[src/rtl/median_col_sort_if.sv]
// Column-sorter handshake bundle: input column stream, sorted output stream and occupancy.
interface median_col_sort_if #(
  parameter int DATA_WIDTH = 8,
  parameter int WIN_SIZE   = 3
);
  logic [WIN_SIZE*DATA_WIDTH-1:0] win_pix;
  logic                           win_val;
  logic                           win_rdy;
  logic                           win_sol;
  logic                           win_eol;
  logic                           win_sof;
  logic                           win_eof;
  logic                           sort_val;
  logic                           sort_rdy;
  logic                           sort_sol;
  logic                           sort_eol;
  logic                           sort_sof;
  logic                           sort_eof;
  logic [WIN_SIZE*DATA_WIDTH-1:0] sort_data;
  logic [DATA_WIDTH-1:0]          sort_med;
  logic [2:0]                     pipe_cnt;

  modport slave (
    input  win_pix, win_val, win_sol, win_eol, win_sof, win_eof, sort_rdy,
    output win_rdy, sort_val, sort_sol, sort_eol, sort_sof, sort_eof,
           sort_data, sort_med, pipe_cnt
  );

  modport master (
    output win_pix, win_val, win_sol, win_eol, win_sof, win_eof, sort_rdy,
    input  win_rdy, sort_val, sort_sol, sort_eol, sort_sof, sort_eof,
           sort_data, sort_med, pipe_cnt
  );
endinterface

[src/rtl/median_col_sort.sv]
// Pipelined odd-even transposition sorter for one pixel column; emits the sorted
// column and its median with valid/ready flow control on both sides.
module median_col_sort #(
  parameter int DATA_WIDTH = 8,
  parameter int WIN_SIZE   = 3
) (
  input logic              clk,
  input logic              rst_n,
  median_col_sort_if.slave io_bus
);
  localparam int LW   = WIN_SIZE * DATA_WIDTH;
  localparam int LAST = WIN_SIZE - 1;
  localparam int MED  = (WIN_SIZE - 1) / 2;

  if (!(WIN_SIZE == 3 || WIN_SIZE == 5)) begin : g_bad_win
    $error("median_col_sort: WIN_SIZE must be 3 or 5");
  end
  if (DATA_WIDTH < 1 || DATA_WIDTH > 16) begin : g_bad_width
    $error("median_col_sort: DATA_WIDTH must be 1..16");
  end

  logic                r_val  [WIN_SIZE];
  logic [LW-1:0]       r_data [WIN_SIZE];
  logic [3:0]          r_flg  [WIN_SIZE];
  logic [2:0]          r_cnt;

  logic [WIN_SIZE-1:0] w_src_val;
  logic [LW-1:0]       w_src     [WIN_SIZE];
  logic [3:0]          w_src_flg [WIN_SIZE];
  logic [LW-1:0]       w_nxt     [WIN_SIZE];
  logic [WIN_SIZE-1:0] w_load;
  logic [WIN_SIZE-1:0] w_adv;

  always_comb begin
    w_src_val[0] = io_bus.win_val;
    w_src[0]     = io_bus.win_pix;
    w_src_flg[0] = {io_bus.win_eof, io_bus.win_eol, io_bus.win_sof, io_bus.win_sol};
    for (int k = 1; k < WIN_SIZE; k++) begin
      w_src_val[k] = r_val[k-1];
      w_src[k]     = r_data[k-1];
      w_src_flg[k] = r_flg[k-1];
    end
  end

  // Ready ripples back from the output: resolve the last stage first.
  always_comb begin
    w_adv        = '0;
    w_load       = '0;
    w_adv[LAST]  = r_val[LAST] & io_bus.sort_rdy;
    w_load[LAST] = w_src_val[LAST] & (~r_val[LAST] | w_adv[LAST]);
    for (int k = LAST - 1; k >= 0; k--) begin
      w_adv[k]  = r_val[k] & w_load[k+1];
      w_load[k] = w_src_val[k] & (~r_val[k] | w_adv[k]);
    end
  end

  // Even stages compare pairs (0,1),(2,3)..; odd stages (1,2),(3,4)..; ties never swap.
  always_comb begin
    for (int k = 0; k < WIN_SIZE; k++) begin
      w_nxt[k] = w_src[k];
      for (int i = k % 2; i < LAST; i += 2) begin
        if (w_src[k][i*DATA_WIDTH +: DATA_WIDTH] > w_src[k][(i+1)*DATA_WIDTH +: DATA_WIDTH]) begin
          w_nxt[k][i*DATA_WIDTH +: DATA_WIDTH]     = w_src[k][(i+1)*DATA_WIDTH +: DATA_WIDTH];
          w_nxt[k][(i+1)*DATA_WIDTH +: DATA_WIDTH] = w_src[k][i*DATA_WIDTH +: DATA_WIDTH];
        end
      end
    end
  end

  always_ff @(posedge clk or negedge rst_n) begin
    if (!rst_n) begin
      for (int k = 0; k < WIN_SIZE; k++) begin
        r_val[k]  <= 1'b0;
        r_data[k] <= '0;
        r_flg[k]  <= '0;
      end
      r_cnt <= '0;
    end else begin
      for (int k = 0; k < WIN_SIZE; k++) begin
        if (w_load[k]) begin
          r_val[k]  <= 1'b1;
          r_data[k] <= w_nxt[k];
          r_flg[k]  <= w_src_flg[k];
        end else if (w_adv[k]) begin
          r_val[k]  <= 1'b0;
        end
      end
      r_cnt <= r_cnt + 3'(w_load[0]) - 3'(w_adv[LAST]);
    end
  end

  assign io_bus.win_rdy   = ~r_val[0] | w_adv[0];
  assign io_bus.sort_val  = r_val[LAST];
  assign io_bus.sort_data = r_data[LAST];
  assign io_bus.sort_med  = r_data[LAST][MED*DATA_WIDTH +: DATA_WIDTH];
  assign io_bus.sort_sol  = r_flg[LAST][0];
  assign io_bus.sort_sof  = r_flg[LAST][1];
  assign io_bus.sort_eol  = r_flg[LAST][2];
  assign io_bus.sort_eof  = r_flg[LAST][3];
  assign io_bus.pipe_cnt  = r_cnt;

endmodule

[src/flat_wrapper.sv]
// flat-port wrapper written by rule: the top's interface ports become plain ports
module median_col_sort_flat 
#(
  parameter int DATA_WIDTH = 8,
  parameter int WIN_SIZE   = 3
)
  (clk, rst_n, io_bus_win_pix, io_bus_win_val, io_bus_win_sol, io_bus_win_eol, io_bus_win_sof, io_bus_win_eof, io_bus_sort_rdy, io_bus_win_rdy, io_bus_sort_val, io_bus_sort_sol, io_bus_sort_eol, io_bus_sort_sof, io_bus_sort_eof, io_bus_sort_data, io_bus_sort_med, io_bus_pipe_cnt);
  median_col_sort_if #(.DATA_WIDTH(DATA_WIDTH), .WIN_SIZE(WIN_SIZE)) io_bus_i ();
  input logic clk;
  input logic rst_n;
  input wire logic [$bits(io_bus_i.win_pix)-1:0] io_bus_win_pix;
  input wire logic [$bits(io_bus_i.win_val)-1:0] io_bus_win_val;
  input wire logic [$bits(io_bus_i.win_sol)-1:0] io_bus_win_sol;
  input wire logic [$bits(io_bus_i.win_eol)-1:0] io_bus_win_eol;
  input wire logic [$bits(io_bus_i.win_sof)-1:0] io_bus_win_sof;
  input wire logic [$bits(io_bus_i.win_eof)-1:0] io_bus_win_eof;
  input wire logic [$bits(io_bus_i.sort_rdy)-1:0] io_bus_sort_rdy;
  output wire logic [$bits(io_bus_i.win_rdy)-1:0] io_bus_win_rdy;
  output wire logic [$bits(io_bus_i.sort_val)-1:0] io_bus_sort_val;
  output wire logic [$bits(io_bus_i.sort_sol)-1:0] io_bus_sort_sol;
  output wire logic [$bits(io_bus_i.sort_eol)-1:0] io_bus_sort_eol;
  output wire logic [$bits(io_bus_i.sort_sof)-1:0] io_bus_sort_sof;
  output wire logic [$bits(io_bus_i.sort_eof)-1:0] io_bus_sort_eof;
  output wire logic [$bits(io_bus_i.sort_data)-1:0] io_bus_sort_data;
  output wire logic [$bits(io_bus_i.sort_med)-1:0] io_bus_sort_med;
  output wire logic [$bits(io_bus_i.pipe_cnt)-1:0] io_bus_pipe_cnt;
  assign io_bus_i.win_pix = io_bus_win_pix;
  assign io_bus_i.win_val = io_bus_win_val;
  assign io_bus_i.win_sol = io_bus_win_sol;
  assign io_bus_i.win_eol = io_bus_win_eol;
  assign io_bus_i.win_sof = io_bus_win_sof;
  assign io_bus_i.win_eof = io_bus_win_eof;
  assign io_bus_i.sort_rdy = io_bus_sort_rdy;
  assign io_bus_win_rdy = io_bus_i.win_rdy;
  assign io_bus_sort_val = io_bus_i.sort_val;
  assign io_bus_sort_sol = io_bus_i.sort_sol;
  assign io_bus_sort_eol = io_bus_i.sort_eol;
  assign io_bus_sort_sof = io_bus_i.sort_sof;
  assign io_bus_sort_eof = io_bus_i.sort_eof;
  assign io_bus_sort_data = io_bus_i.sort_data;
  assign io_bus_sort_med = io_bus_i.sort_med;
  assign io_bus_pipe_cnt = io_bus_i.pipe_cnt;
  median_col_sort #(.DATA_WIDTH(DATA_WIDTH), .WIN_SIZE(WIN_SIZE)) u_core (.clk(clk), .rst_n(rst_n), .io_bus(io_bus_i));
endmodule
[config.mk]
export PLATFORM = sky130hd
export DESIGN_NAME = median_col_sort_flat
export DESIGN_NICKNAME = d
export VERILOG_FILES = /design/src/rtl/median_col_sort_if.sv /design/src/rtl/median_col_sort.sv /design/src/flat_wrapper.sv
export SDC_FILE = /design/constraint.sdc
export NUM_CORES = 1
export LEC_CHECK = 0
export CAP_MARGIN = 20
export CORE_AREA = 10 10 112 114
export DETAILED_ROUTE_END_ITERATION = 12
export DIE_AREA = 0 0 122 124
export PLACE_DENSITY = 0.71
export SLEW_MARGIN = 20
export SYNTH_ARGS = -nofsm -noshare
export SYNTH_HDL_FRONTEND = slang
export SYNTH_SLANG_ARGS = --single-unit
[constraint.sdc]
create_clock -name clk -period 1.8 [get_ports clk]
set_input_delay 0.45 -clock clk [delete_from_list [all_inputs] [get_ports clk]]
set_output_delay 0.45 -clock clk [all_outputs]
set_load 0.1 [all_outputs]
==> results of run 1 <==
==> worst max-delay path, cell delays in order (launching register included) <==
cell and delay, ns:
dfrtp_1 0.40, inv_1 0.09, ha_1 0.33, o211ai_1 0.10, buf_4 0.17, a211oi_4 0.36
clkbuf_16 0.23, o21ai_0 0.10, a31oi_1 0.19
==> sequential cells by signal (all words and copies together) (netlist names), 2 cells and up <==
signal and flops:
u_core.r_data 48, u_core.io_bus.sort_data 24, u_core.r_val 2, u_core.r_flg 8, u_core.io_bus.pipe_cnt 3
==> worst max path at each step <==
stage / slack [ns] / from / cells past startpoint / end
2_1_floorplan: -1.44 / u_core.io_bus.sort_val / 8 / u_core.io_bus.pipe_cnt[2]
3_3_place_gp: -0.62 / io_bus_win_pix[15] / 8 / u_core.r_data[63]
3_5_place_dp: -0.75 / io_bus_win_pix[15] / 7 / u_core.r_data[58]
4_1_cts: -0.09 / u_core.r_data[67] / 8 / u_core.r_data[43]
5_1_grt: -0.32 / u_core.r_data[66] / 8 / u_core.r_data[46]
6_report: -0.25 / u_core.r_data[66] / 8 / u_core.r_data[46]
==> final cells by class <==
cell class	instances	area (um^2)
well taps	136	170
repair buffers	183	2120
flip-flops and latches	90	2260
clock inverters	6	65.1
inverters	28	105
multi-input cells	321	2670
fillers	627	2710
clock buffers	10	138
==> logic make-up after synthesis <==
kind of cell | Yosys count | synth area share, %
simple gates | 132 | 14.0
compound gates | 128 | 15.9
flops | 90 | 45.8
buf+inv | 88 | 10.5
mux | 28 | 6.41
fa+ha+maj | 27 | 7.02
xor+xnor | 2 | 0.356
==> cell usage in the layout, fill, tap and decap left out, drive strengths merged, types with 3 or more instances in the layout <==
cell,count
o21ai,62
nand3,48
mux2,28
clkdlybuf4s15,4
o211ai,3
nor2,51
a21oi,9
and2,4
ha,26
dlygate4sd2,12
nand2b,4
clkinv,3
clkbuf,12
a211oi,3
buf,151
nand2,11
a211o,6
dfrtp,90
a31oi,48
inv,29
nor2b,7
clkdlybuf4s50,13
nand4,6
==> stage by stage <==
stage,hold slack [ns],total power (W),cells
after floorplan,0.154,0.00888,495
after global placement,0.365,0.0113,717
after detailed placement,0.367,0.0115,717
after CTS,0.487,0.0132,752
after global routing,0.477,0.0145,774
final,0.488,0.0140,774
==> layer usage <==
layer	up-vias	GRT usage, %
met1	2190	19.9
met3	44	4.25
met5	-	0
met4	0	8.72
li1	2014	-
met2	225	29.8
==> power by group <==
part	switching [W]	internal, W
logic	0.00553	0.00362
registers	0.000694	0.00270
clock network	0.000745	0.000682
==> what timing repair did <==
item / in CTS / in global routing
hold buffers: 1 / 0
resized for setup: 77 / 71
buffers inserted: 14 / 20
cloned: 4 / 3
endpoints found under the setup margin: 49 / 49
endpoints found under the hold margin: 21 / 0
pin swaps: 41 / 53
==> impl_metrics.py, run 1 <==
metrics = {
    "synthesis": {
        "ys_warn_count": 0,
        "synth_area_um2": 4920,
        "netlist_top_cells_count": "dfrtp_1 (90), a31oi_1 (48), nand3_1 (48), nor2_1 (48), o21ai_0 (44)",
        "synth_ff_type": "dfrtp_1",
        "synthCells": 495,
        "synth.net_count": 554,
        "ys_types": 33,
        "synth_top_cell_by_area": "dfrtp_1",
        "synth_area_leaders": "dfrtp_1 (46%), ha_1 (6.6%), mux2_2 (6.4%)",
        "netlist.area_leader.share_pct": 45.8,
        "synth_edf_count": 0,
        "yosysMostFrequentCell": "dfrtp_1",
        "ys_seq_area_share_pct": 45.8,
        "synth-seq-cells": 90,
        "synthArstFlopShare_pct": 100,
        "synthesis.area_per_instance_um2": 9.94,
    },
    "min_path": {
        "min_path_type": "in -> reg",
        "worstHoldEndpoint": "u_core.r_data[48]",
        "hp-start": "io_bus_win_pix[0]",
        "worstHoldPathCells": 4,
    },
    "placement": {
        "placed_cell_area_um2": 6450,
        "place_congestion": 0.919,
        "dp_hpwl_mm": 9.23,
        "place_ws_ns": -0.746,
        "io_buffers": 72,
    },
    "routing": {
        "avgViaCountPerCell": 5.78,
        "firstDrtPassIters": 7,
        "wire_per_inst_um": 19.2,
        "vias": 4473,
        "postRouteWirelength_mm": 14.8,
        "first_iter_violations": 310,
        "drc": 0,
        "wl_met2_mm": 7.70,
        "ant_nets": 0,
        "m1WireLength_mm": 5.62,
        "routed.top_layer": "met4",
        "met3_length_mm": 1.06,
    },
    "global_route": {
        "grt_max_degree": 36,
        "grt_antenna_before_repair": 0,
        "grt_pass1_vias": 4355,
        "grtUsageTotal_pct": 17.4,
        "grt.overflow.total": 0,
        "grt_first_pass_wirelength_mm": 21.2,
    },
    "job": {
        "maxCapViolCount": 0,
    },
    "die": {
        "core_area_um2": 10200,
        "num_rows": 37,
        "dieArea_um2": 15100,
        "die_w_um": 122,
        "num_io_pins": 73,
        "die_y_um": 124,
        "start_util_pct": 48.1,
    },
    "critical_path": {
        "startpoint_type": "flip-flop",
        "worstSetupEndpointType": "flip-flop",
        "r2r_end": "u_core.r_data[46]",
        "worstPathArrival_ns": 2.33,
        "crit_path_max_fanout": 8,
        "cp.required_ns": 2.08,
        "r2r_slack_ns": -0.25,
        "r2r_start": "u_core.r_data[66]",
        "reg2reg_depth": 8,
        "crit_type": "reg -> reg",
    },
    "sta": {
        "worstMarginPinSlew_ns": 0.474,
        "hold_viol": 0,
        "min_period_over_period_pct": 114,
        "relSlewSlack_pct": 68.3,
        "rsz0062_at_grt": "true",
        "setup_ws_ns": -0.254,
        "tns_ns": -3.96,
        "slew_viol_final": 0,
        "fmax_mhz": 487,
        "min_period_ns": 2.05,
        "finalSetupViolations": 35,
        "clock_skew_ns": 0.0122,
    },
    "status": {
        "run_status": "finished with violations",
        "violations": "setup timing",
    },
    "power": {
        "p_per_area_nw_per_um2": 1860,
        "peakVddDrop_mv": 1.38,
        "leakage_nw": 3.23,
    },
    "clock_network": {
        "cts.sinks": 90,
        "cts_tree": "built",
        "htree_num_levels": 3,
        "cts_buffers": 9,
        "insertion_delay_ns": 0.36,
        "cts_buffer_depth": 2,
        "clock-root-buffer": "clkbuf_8",
        "path_clk_slew_ns": 0.09,
    },
    "cells_and_area": {
        "nets": 692,
        "fin_area_um2": 7520,
        "areaGrowthSynthToFinish_pct": 52.7,
        "antenna_cells": 0,
        "fin_util_pct": 73.5,
        "drive_above_1_share_pct": 45.6,
    },
}
Note: power is estimated with default switching activity, not from simulation.
==> inputs of run 2 (changes only) <==
GPL_TIMING_DRIVEN = 0   (was not set)
RECOVER_POWER = 25   (was not set)
==> run 2 against run 1 <==
  * The run still ends with setup timing left
  * Clock skew down 0.0060 ns
  * Design area decreased by 8.1%
  * Global-route usage grew 0.19 points
  * Hold slack got worse by 0.24 ns
  * Non-clock buffer count grew 6
  * Critical path type unchanged
  * Highest routed layer unchanged
==> impl_metrics.py, run 2 (synthesis gave the netlist of run 1 again) <==
metrics = {
    "status": {
        "run_status": "finished with violations",
        "violations": "setup timing",
    },
    "global_route": {
        "grt_first_pass_wirelength_mm": 21.6,
        "grt_pass1_vias": 4237,
        "grt.overflow.total": 0,
        "grt_antenna_before_repair": 0,
        "grtUsageTotal_pct": 17.6,
        "met3_usage_pct": 4.16,
        "top_usage_layer": "met2",
        "grt_use_met2_pct": 30.2,
        "grtUsageMet1_pct": 20.8,
        "grt_max_degree": 49,
    },
    "cells_and_area": {
        "regMostFlops": "u_core.r_data",
        "final_common_cell": "buf_4",
        "areaGrowthSynthToFinish_pct": 40.4,
        "nets": 694,
        "antenna_cells": 0,
        "drive_above_1_share_pct": 48.3,
        "largest_register_ffs": 48,
        "fin_area_um2": 6910,
        "final_cell_mix": "buf_4 (80), dfrtp_1 (77), nor2_1 (48), a31oi_1 (48), buf_2 (36)",
    },
    "routing": {
        "wire_per_inst_um": 17.9,
        "firstDrtPassIters": 5,
        "ant_nets": 0,
        "avgViaCountPerCell": 5.55,
        "vias": 4293,
        "drc": 0,
        "postRouteWirelength_mm": 13.8,
        "first_iter_violations": 221,
    },
    "sta": {
        "finalSetupViolations": 31,
        "setup_ws_ns": -0.203,
        "min_period_over_period_pct": 111,
        "relSlewSlack_pct": 32.2,
        "holdWs_ns": 0.247,
        "clock_skew_ns": 0.00616,
        "hold_viol": 0,
        "worstMarginPinSlew_ns": 1.02,
        "rsz0062_at_grt": "true",
        "min_period_ns": 2.00,
        "slew_viol_final": 0,
        "tns_ns": -3.60,
        "fmax_mhz": 499,
    },
    "clock_network": {
        "cts_tree": "built",
        "cts_buffers": 9,
        "htree_num_levels": 3,
        "holdBufCountCts": 0,
        "path_clk_slew_ns": 0.09,
        "cts.sinks": 90,
        "cts_buffer_depth": 2,
        "insertion_delay_ns": 0.37,
        "clock-root-buffer": "clkbuf_8",
    },
    "critical_path": {
        "slowest_delay_ns": 0.49,
        "reg2reg_depth": 7,
        "crit_path_max_fanout": 5,
        "cp.required_ns": 2.08,
        "r2r_end": "u_core.r_data[43]",
        "crit_start": "u_core.r_data[59]",
        "r2r_slack_ns": -0.20,
        "crit_type": "reg -> reg",
        "worstPathArrival_ns": 2.28,
        "worstSetupEndpointType": "flip-flop",
        "r2r_start": "u_core.r_data[59]",
        "critPathSlowestCell": "dfrtp_2",
        "startpoint_type": "flip-flop",
        "crit_chain": "ha_4 > nand4_1 > nor2_4 > a211o_4 > buf_6 > nand3_2 > a31oi_1",
    },
    "placement": {
        "dp_hpwl_mm": 9.04,
        "placed_cell_area_um2": 5880,
        "place_congestion": 0.902,
        "io_buffers": 72,
    },
    "die": {
        "start_util_pct": 48.1,
        "num_io_pins": 73,
        "num_rows": 37,
        "die_y_um": 124,
        "dieArea_um2": 15100,
        "core_area_um2": 10200,
        "die_w_um": 122,
    },
    "power": {
        "power_w": 0.0131,
        "peakVddDrop_mv": 1.25,
        "leakage_nw": 2.98,
        "p_per_area_nw_per_um2": 1890,
    },
    "min_path": {
        "min_path_type": "in -> async",
    },
    "job": {
        "maxCapViolCount": 0,
    },
}
==> run 2: cell types whose count changed in the layout (fill, tap and decap cells not counted), sizes merged <==
cell,previous run,this run
clkbuf,12,27
buf,151,142
dlygate4sd2,12,6
clkdlybuf4s15,4,9
a211o,6,3
bufinv,1,3
clkinv,3,1
clkdlybuf4s18,0,1
clkinvlp,1,0
dlygate4sd3,1,0
nor2b,7,6
==> run 2: metrics by stage <==
stage | cells | setup slack [ns] | utilization [%]
final | 774 | -0.203 | 67.5
after global routing | 774 | -0.288 | 67.5
after CTS | 753 | -0.120 | 64.2
after detailed placement | 704 | -0.908 | 57.4
after global placement | 703 | -3.43 | 57.2
after floorplan | 495 | -1.44 | -
==> run 2: layout make-up <==
class                   instances  area (um^2)
plain buffers                  59          469
inverters                      28          105
clock inverters                 5          104
flip-flops and latches         90         2270
multi-input cells             317         2660
well taps                     136          170
repair buffers                130         1000
clock buffers                   9          124
fillers                       744         3320
==> run 2: report_power, final <==
group          switching, W  internal, W
clock              0.000705     0.000909
sequential         0.000534      0.00272
combinational       0.00551      0.00272
==> run 2: repair_timing <==
action,4_1_cts,5_1_grt
pin swaps,48,49
hold endpoints to repair,0,0
gates resized for setup,295,92
buffers inserted,32,21
gates cloned,4,1
endpoints found under the setup margin,103,67
==> run 2: critical path: cells and delay by family, from the launching register on <==
family          cells  cell delay, ns
buf+inv             1            0.13
simple gates        3            0.58
flops               1            0.49
compound gates      2            0.39
fa+ha+maj           1            0.31
==> run 2: worst max-delay path by stage <==
stage | slack (ns) | end
6_report | -0.20 | u_core.r_data[43]
4_1_cts | -0.12 | u_core.r_data[43]
3_3_place_gp | -3.43 | u_core.io_bus.sort_val
5_1_grt | -0.29 | u_core.io_bus.sort_data[8]
2_1_floorplan | -1.44 | u_core.io_bus.pipe_cnt[2]
3_5_place_dp | -0.91 | io_bus_win_rdy
==> run 2: routing by layer <==
layer | part of all wire [%] | wire length (um) | vias to the layer above
met5 | 0 | 0 | -
met2 | 50 | 6880 | 185
li1 | - | - | 2006
met1 | 39 | 5390 | 2041
met4 | 4.5 | 626 | 0
met3 | 6.8 | 947 | 61
==> inputs of run 3 (changes only) <==
CORE_AREA = 10 10 110 112   (was 10 10 112 114)
CTS_BUF_LIST = sky130_fd_sc_hd__clkbuf_2 sky130_fd_sc_hd__clkbuf_4 sky130_fd_sc_hd__clkbuf_8   (was not set)
DIE_AREA = 0 0 120 122   (was 0 0 122 124)
PLACE_DENSITY = 0.73   (was 0.71)
==> run 3 against run 2 <==
  * The run still ends with setup timing left
  * Cell count up 1.8%
  * Non-clock buffer count rose by 12
  * First-iteration DRC count rose by 37%
  * Fmax down 3.9%
  * Register-to-register slack got worse by 0.08 ns
  * Critical path depth increased by 1
  * Sequential cell count stayed put
  * Setup slack lost 0.081 ns
  * Via count is 6.8% higher
  * Largest power group unchanged
==> impl_metrics.py, run 3 (synthesis gave the netlist of run 1 again) <==
metrics = {
    "sta": {
        "clock_skew_ns": 0.0132,
        "tns_ns": -6.42,
        "setup_ws_ns": -0.284,
        "min_period_over_period_pct": 116,
        "fmax_mhz": 480,
        "slew_viol_final": 0,
        "worstMarginPinSlew_ns": 0.786,
        "rsz0062_at_grt": "true",
        "min_period_ns": 2.08,
        "relSlewSlack_pct": 47.6,
        "finalSetupViolations": 32,
        "hold_viol": 0,
    },
    "critical_path": {
        "worstPathArrival_ns": 2.31,
        "crit_path_max_fanout": 4,
        "worstSetupEndpointType": "flip-flop",
        "startpoint_type": "flip-flop",
        "reg2reg_depth": 8,
        "cp.required_ns": 2.03,
        "crit_type": "reg -> reg",
    },
    "routing": {
        "ant_nets": 0,
        "firstDrtPassIters": 5,
        "postRouteWirelength_mm": 15.9,
        "wire_per_inst_um": 20.1,
        "first_iter_violations": 302,
        "vias": 4586,
        "avgViaCountPerCell": 5.82,
        "drc": 0,
    },
    "cells_and_area": {
        "regMostFlops": "u_core.r_data",
        "antenna_cells": 0,
        "final_common_cell": "buf_4",
        "fin_area_um2": 7090,
        "drive_above_1_share_pct": 50.9,
        "final_cell_mix": "buf_4 (87), dfrtp_1 (82), nor2_1 (48)",
        "largest_register_ffs": 48,
        "nets": 706,
        "fillers": 694,
        "areaGrowthSynthToFinish_pct": 44.1,
    },
    "die": {
        "die_w_um": 120,
        "start_util_pct": 49.0,
        "num_rows": 37,
        "die_y_um": 122,
        "core_area_um2": 10000,
        "dieArea_um2": 14600,
        "num_io_pins": 73,
    },
    "power": {
        "p_per_area_nw_per_um2": 1920,
        "leakage_nw": 3.06,
        "peakVddDrop_mv": 1.24,
        "power_w": 0.0136,
    },
    "global_route": {
        "grtUsageTotal_pct": 18.7,
        "grt_use_met2_pct": 33.5,
        "grt_max_degree": 60,
        "top_usage_layer": "met2",
        "grt_pass1_vias": 4444,
        "met3_usage_pct": 3.42,
        "grtUsageMet1_pct": 21.0,
        "grt_antenna_before_repair": 0,
        "grt.overflow.total": 0,
        "grt_first_pass_wirelength_mm": 22.4,
    },
    "placement": {
        "dp_hpwl_mm": 8.83,
        "io_buffers": 72,
        "place_congestion": 0.945,
        "placed_cell_area_um2": 5880,
        "place_ws_ns": -0.908,
    },
    "clock_network": {
        "path_clk_slew_ns": 0.09,
        "cts_buffers": 9,
        "cts_tree": "built",
        "insertion_delay_ns": 0.38,
        "cts.sinks": 90,
        "holdBufCountCts": 0,
        "clock-root-buffer": "clkbuf_8",
        "htree_num_levels": 3,
        "cts_buffer_depth": 2,
    },
    "status": {
        "run_status": "finished with violations",
        "violations": "setup timing",
    },
    "min_path": {
        "min_path_type": "in -> async",
    },
    "job": {
        "maxCapViolCount": 0,
    },
}
## run 3: changes by cell type in the layout (fill, tap and decap cells not counted), moves of 3 or more
cell     delta
buf_6       +3
nand3_2    +12
nand3_1    -12
dfrtp_2     -5
buf_4       +7
o21ai_1     +3
dfrtp_1     +5
o21ai_2     -3
## run 3: what timing repair did
| action | in CTS | in global routing |
|---|---|---|
| cloned | 6 | 1 |
| endpoints found under the setup margin | 102 | 68 |
| buffers inserted | 39 | 23 |
| gates resized for setup | 328 | 85 |
| pin swaps | 65 | 64 |
## run 3: worst paths after layout
path	slack, ns	from	end
hold / removal	0.13	rst_n	u_core.io_bus.sort_data[21]
hold reg to reg	0.51	u_core.r_val[2]	u_core.r_val[1]
max in group asynchronous	0.25	rst_n	u_core.io_bus.sort_val
setup reg to reg	-0.28	u_core.r_data[60]	u_core.r_data[34]
min in group clk	0.37	io_bus_win_pix[15]	u_core.r_data[63]
setup / recovery	-0.28	u_core.r_data[60]	u_core.r_data[34]
## run 3: cell type report
| type | instances | area (um^2) | area share (%) |
|---|---|---|---|
| Buffer | 59 | 475 | 6.70 |
| Multi-Input combinational cell | 317 | 2760 | 38.8 |
| Tap cell | 136 | 170 | 2.40 |
| Clock inverter | 5 | 77.6 | 1.09 |
| Inverter | 28 | 105 | 1.48 |
| Sequential cell | 90 | 2260 | 31.9 |
| Timing Repair Buffer | 142 | 1100 | 15.5 |
| Clock buffer | 11 | 145 | 2.05 |
## run 3: report_power, final
group	switching, W	internal (W)
Sequential	0.000586	0.00271
Combinational	0.00575	0.00297
Clock	0.000743	0.000831
Total	0.00708	0.00651
## run 3: per-stage QoR
| stage | std cells | hold WS (ns) | utilization (%) |
|---|---|---|---|
| floorplan | 495 | 0.154 | - |
| global placement | 703 | 0.456 | 58.3 |
| detailed placement | 704 | 0.420 | 58.5 |
| CTS | 764 | 0.0262 | 67.3 |
| global route | 788 | 0.216 | 70.6 |
| finish | 788 | 0.133 | 70.6 |
## run 3: layer usage
metal  vias to the layer above  part of all wire (%)  routed length [um]
li1                       2036                     -                   -
met3                        77                   7.4                1180
met4                         0                   5.4                 863
met5                         -                     0                   0
met2                       257                    51                8040
met1                      2216                    36                5790
## run 3: critical path, stage by stage (launching register included)
cell	delay, ns
dfrtp_2	0.48
ha_1	0.43
nand4_4	0.20
nor2_4	0.24
a211oi_4	0.06
buf_6	0.14
buf_6	0.13
o21ai_4	0.14
a31oi_1	0.11
